--- src/rtl/mux_f_slice_cfgchain.sv ---
// Wide-function mux slice: configurable 2:1 mux tree over LUT outputs, serial config
// shift chain with shadow->active commit, and an optional output flop per bit.
module mux_f_slice_cfgchain #(
  parameter int MUX_LEVEL = 2
) (
  input  logic                        clk,
  input  logic                        rst,
  input  logic [(1<<MUX_LEVEL)-1:0]   luts_out,
  input  logic [MUX_LEVEL-1:0]        addr,
  input  logic                        ff_ce,
  input  logic                        ff_sr,
  output logic [(1<<MUX_LEVEL)-1:0]   out,
  input  logic                        cfg_en,
  input  logic                        cfg_in,
  output logic                        cfg_out,
  input  logic                        comb_set
);

  localparam int NUM_LUTS = 1 << MUX_LEVEL;
  localparam int CFG_W    = MUX_LEVEL + 2 * NUM_LUTS;

  logic [CFG_W-1:0]    shadow_q, shadow_d;
  logic [CFG_W-1:0]    active_q, active_d;
  logic [NUM_LUTS-1:0] ff_q, ff_d;

  logic [MUX_LEVEL-1:0] mux_en_s;
  logic [NUM_LUTS-1:0]  reg_mode_s;
  logic [NUM_LUTS-1:0]  init_s;
  logic [NUM_LUTS-1:0]  comb_s;

  assign mux_en_s   = active_q[MUX_LEVEL-1:0];
  assign reg_mode_s = active_q[MUX_LEVEL +: NUM_LUTS];
  assign init_s     = active_q[MUX_LEVEL + NUM_LUTS +: NUM_LUTS];

  // Mux tree: at each level the group base bit may take the upper half's base bit.
  always_comb begin
    logic [NUM_LUTS-1:0] cur_v;
    logic [NUM_LUTS-1:0] nxt_v;
    cur_v = luts_out;
    nxt_v = luts_out;
    for (int lv = 1; lv <= MUX_LEVEL; lv++) begin
      nxt_v = cur_v;
      for (int b = 0; b < NUM_LUTS; b += (1 << lv)) begin
        if (mux_en_s[lv-1] && addr[lv-1]) begin
          nxt_v[b] = cur_v[b + (1 << (lv - 1))];
        end else begin
          nxt_v[b] = cur_v[b];
        end
      end
      cur_v = nxt_v;
    end
    comb_s = cur_v;
  end

  // Commit samples the shadow before any same-cycle shift.
  always_comb begin
    shadow_d = shadow_q;
    active_d = active_q;
    ff_d     = ff_q;
    if (comb_set) begin
      active_d = shadow_q;
    end else begin
      active_d = active_q;
    end
    if (cfg_en) begin
      shadow_d = {shadow_q[CFG_W-2:0], cfg_in};
    end else begin
      shadow_d = shadow_q;
    end
    if (ff_sr) begin
      ff_d = init_s;
    end else if (ff_ce) begin
      ff_d = comb_s;
    end else begin
      ff_d = ff_q;
    end
  end

  // State registers; reset wins over every other control.
  always_ff @(posedge clk) begin
    if (rst) begin
      shadow_q <= '0;
      active_q <= '0;
      ff_q     <= '0;
    end else begin
      shadow_q <= shadow_d;
      active_q <= active_d;
      ff_q     <= ff_d;
    end
  end

  assign out     = (reg_mode_s & ff_q) | (~reg_mode_s & comb_s);
  assign cfg_out = shadow_q[CFG_W-1];

endmodule

--- config.mk ---
export PLATFORM = sky130hd
export DESIGN_NAME = mux_f_slice_cfgchain
export DESIGN_NICKNAME = d
export VERILOG_FILES = /design/src/rtl/mux_f_slice_cfgchain.sv
export SDC_FILE = /design/constraint.sdc
export NUM_CORES = 1
export LEC_CHECK = 0
export BUFFER_PORTS_ARGS = -buffer_cell sky130_fd_sc_hd__buf_2
export CORE_AREA = 2 2 53 55
export DETAILED_ROUTE_END_ITERATION = 8
export DIE_AREA = 0 0 55 57
export GPL_ROUTABILITY_DRIVEN = 0
export PLACE_DENSITY = 0.58
export REMOVE_ABC_BUFFERS = 1
export SLEW_MARGIN = 30
export SYNTH_ARGS = -nofsm -noshare
export SYNTH_HDL_FRONTEND = slang
export SYNTH_SLANG_ARGS = --single-unit
export TNS_END_PERCENT = 50
--- constraint.sdc ---
create_clock -name clk -period 1.8 [get_ports clk]
set_clock_uncertainty 0.1 [all_clocks]
set_input_delay 0.18 -clock clk [delete_from_list [all_inputs] [get_ports clk]]
set_output_delay 0.18 -clock clk [all_outputs]
set_load 0.01 [all_outputs]
==> summary.txt <==
Status
  – Status: finished, violations left
  – Violated checks: setup timing

Logic synthesis
  – Sequential area share after synthesis: 49.2%
  – Synth Instances: 96
  – Ys Warns: 0
  – Synthesized area: 977 um^2
  – Flops & latches, synth: 24
  – Ranking of synthesized cells by area: dfxtp_1 49%, mux2i_1 23%, nor2_1 8.8%
  – Cell variety after synth: 17
  – Yosys top cell by area: dfxtp_1
  – Synth top area share: 49.2%
  – Syn Area/Cell: 10.2 um^2

Setup path
  – CP Data Arrival Time: 1.62 ns
  – Worst path slowest cell: mux4_2
  – Crit start category: register
  – Worst Reg-to-Reg Cells: 3
  – Worst Path Required: 1.52 ns
  – Crit-path max FO: 2
  – Slowest Stage Delay on Critical Path: 0.51 ns
  – Crit Path Class: register to output port
  – Setup crit end kind: output port
  – Crit path from: active_q[0]$_SDFFE_PP0P_
  – Reg2reg start: active_q[0]$_SDFFE_PP0P_
  – Critical Path, Cell by Cell: nand2_2 -> mux4_2 -> mux2_4 -> buf_6

Cells and area
  – Fraction of layout cells with a size suffix above 1: 30.1%
  – Layout filler cell count: 274
  – Multi-input combinational cell area: 468 um^2
  – Area growth from synthesis to layout: 15.9%
  – Final Instance Area: 1130 um^2
  – Antenna Cells: 0
  – NumNets Final: 128
  – Reg area: 482 um^2

Global routing
  – Remaining global-route overflow: 0
  – Largest net degree at the start of global routing: 15
  – Vias in the first global route: 733
  – First-pass GRT wire length: 3160 um
  – Initial antenna violation count: 0
  – GRT Util Overall: 13.5%

Detailed routing
  – ANT nets after route: 0
  – Vias per cell: 4.91
  – Post-route DRC violation count: 0
  – First drt pass iteration count: 3
  – Total number of vias: 707
  – Drt total wl: 1830 um
  – DR iter-0 viols: 5
  – Average wire per standard cell: 12.7 um

Timing
  – Tmin final: 1.90 ns
  – Maximum clock rate: 525 MHz
  – Worst slew pin tran: 0.323 ns
  – Fin crit share: 106%
  – Slew HR: 78.4%
  – Final-report hold violation count: 0
  – Final WS setup: -0.104 ns
  – RSZ-0062 raised after global routing: true
  – Fin. max-slew vios: 0
  – Setup violators final: 1

Power and ir drop
  – Clk network pwr share: 25.8%
  – Leak: 0.514 nW
  – Total Power: 849 uW
  – PD cells: 750 nW/um^2
  – Internal: 660 uW
  – Psw: 189 uW
  – Combinational fraction of design power: 10.2%
  – Flop pwr share: 64.0%
  – Sw Share: 22.3%
  – Max VDD drop: 0.000444 V

Clocking
  – CTS tree: yes
  – CTS root buffer: clkbuf_4
  – CTS hold repair buffers: 0
  – Clock Sinks: 24
  – Clock tree buffer depth: 2
  – Clock slew at reported path FFs: 0.12 ns
  – Clk_lat worst skew: 0.30 ns
  – CTS H-tree depth: 1
  – CTS Buf Count: 3

Floorplan
  – IO Pins: 18
  – Die H: 57 um
  – Placement Rows: 19
  – Die area: 3140 um^2
  – Starting density of the core: 37.4%
  – Chip width: 55 um
  – Placeable Area: 2620 um^2

Hold path
  – Worst hold path stage count: 3
  – Hold path startpoint: cfg_in
  – Min-delay worst type: input port to register

Placed design
  – Detailed placement HPWL: 1410 um
  – Post-placement cell area: 1080 um^2
  – IO Port Bufs: 17
  – Pre-CTS WS: 0.212 ns

Run
  – Max cap viols: 0
==> metal layers <==
layer,GRT usage [%],routed length [um],up-vias
met1,17.9,859,337
li1,-,-,363
met5,0,0,-
met4,5.23,0,0
met3,2.36,46,0
met2,21.6,920,7
==> sequential cells by signal (all words and copies together) (netlist names) <==
name      count
active_q     10
ff_q          4
shadow_q     10
==> cells in the mapped netlist <==
library cell	n
and3_2	1
mux4_2	1
nand2_1	3
buf_2	2
mux2_2	5
mux2i_1	22
a21oi_1	2
clkbuf_1	4
or3b_2	1
a31o_2	1
o22ai_1	1
nand2_2	1
nor2_1	23
o21ai_0	1
a211oi_1	2
inv_1	2
dfxtp_1	24
==> cell usage in the layout (no fill, tap or decap), drive strengths merged <==
master  instances
dfxtp          24
nor2           23
mux2i          22
buf            20
mux2            5
nand2           4
clkbuf          3
inv             2
a211oi          2
a21oi           2
and3            1
mux4            1
o21ai           1
o22ai           1
or3b            1
a31o            1
==> cell type report <==
type,count,area share [%]
Inverter,2,0.663
Sequential cell,24,42.5
Timing Repair Buffer,20,10.1
Tap cell,31,3.43
Multi-Input combinational cell,64,41.3
Clock buffer,3,1.99
==> path summary, 6_finish.rpt <==
path | endpoint | slack, ns
hold reg to reg | ff_q[2]$_SDFFE_PP0P_ | 0.39
hold / removal | shadow_q[0]$_SDFFE_PP0P_ | 0.02
setup reg to reg | ff_q[0]$_SDFFE_PP0P_ | 0.45
setup / recovery | out[0] | -0.10
==> repair_timing <==
item | CTS | global route
endpoints found under the hold margin | 0 | 0
setup buffers | 2 | 0
pin swaps | 1 | 1
resized for setup | 2 | 1
endpoints found under the setup margin | 1 | 1
==> logic make-up after synthesis <==
family | Yosys count | share of synthesized area [%]
AOI/OAI and AO/OA | 7 | 4.61
and+or+nand+nor | 29 | 12.3
muxes | 28 | 30.6
buffers and inverters | 8 | 3.33
DFF | 24 | 49.2
==> worst max-delay path, delay by kind of cell (launching register included) <==
family                 cells  cell delay, ns
buffers and inverters      1            0.12
and+or+nand+nor            1            0.07
DFF                        1            0.35
muxes                      2            0.79
==> power by group through the flow <==
stage	clock network, mW	registers (mW)	logic (mW)
after global routing	0.260	0.545	0.0955
after detailed placement	0	0.555	0.0828
after CTS	0.231	0.543	0.0870
after floorplan	0	0.553	0.0362
final	0.219	0.543	0.0865
after global placement	0	0.555	0.0815
==> per-stage QoR <==
step                      util, %  hold WS [ns]  cells  setup TNS, ns
final                        43.3        0.0187    144         -0.104
after global placement       41.4         0.315    139              0
after detailed placement     41.4         0.332    139              0
after global routing         43.3       0.00829    144         -0.183
after CTS                    43.2       0.00372    144         -0.122
after floorplan                 -         0.152     90              0
No activity file was read; power rests on OpenSTA's default activity.
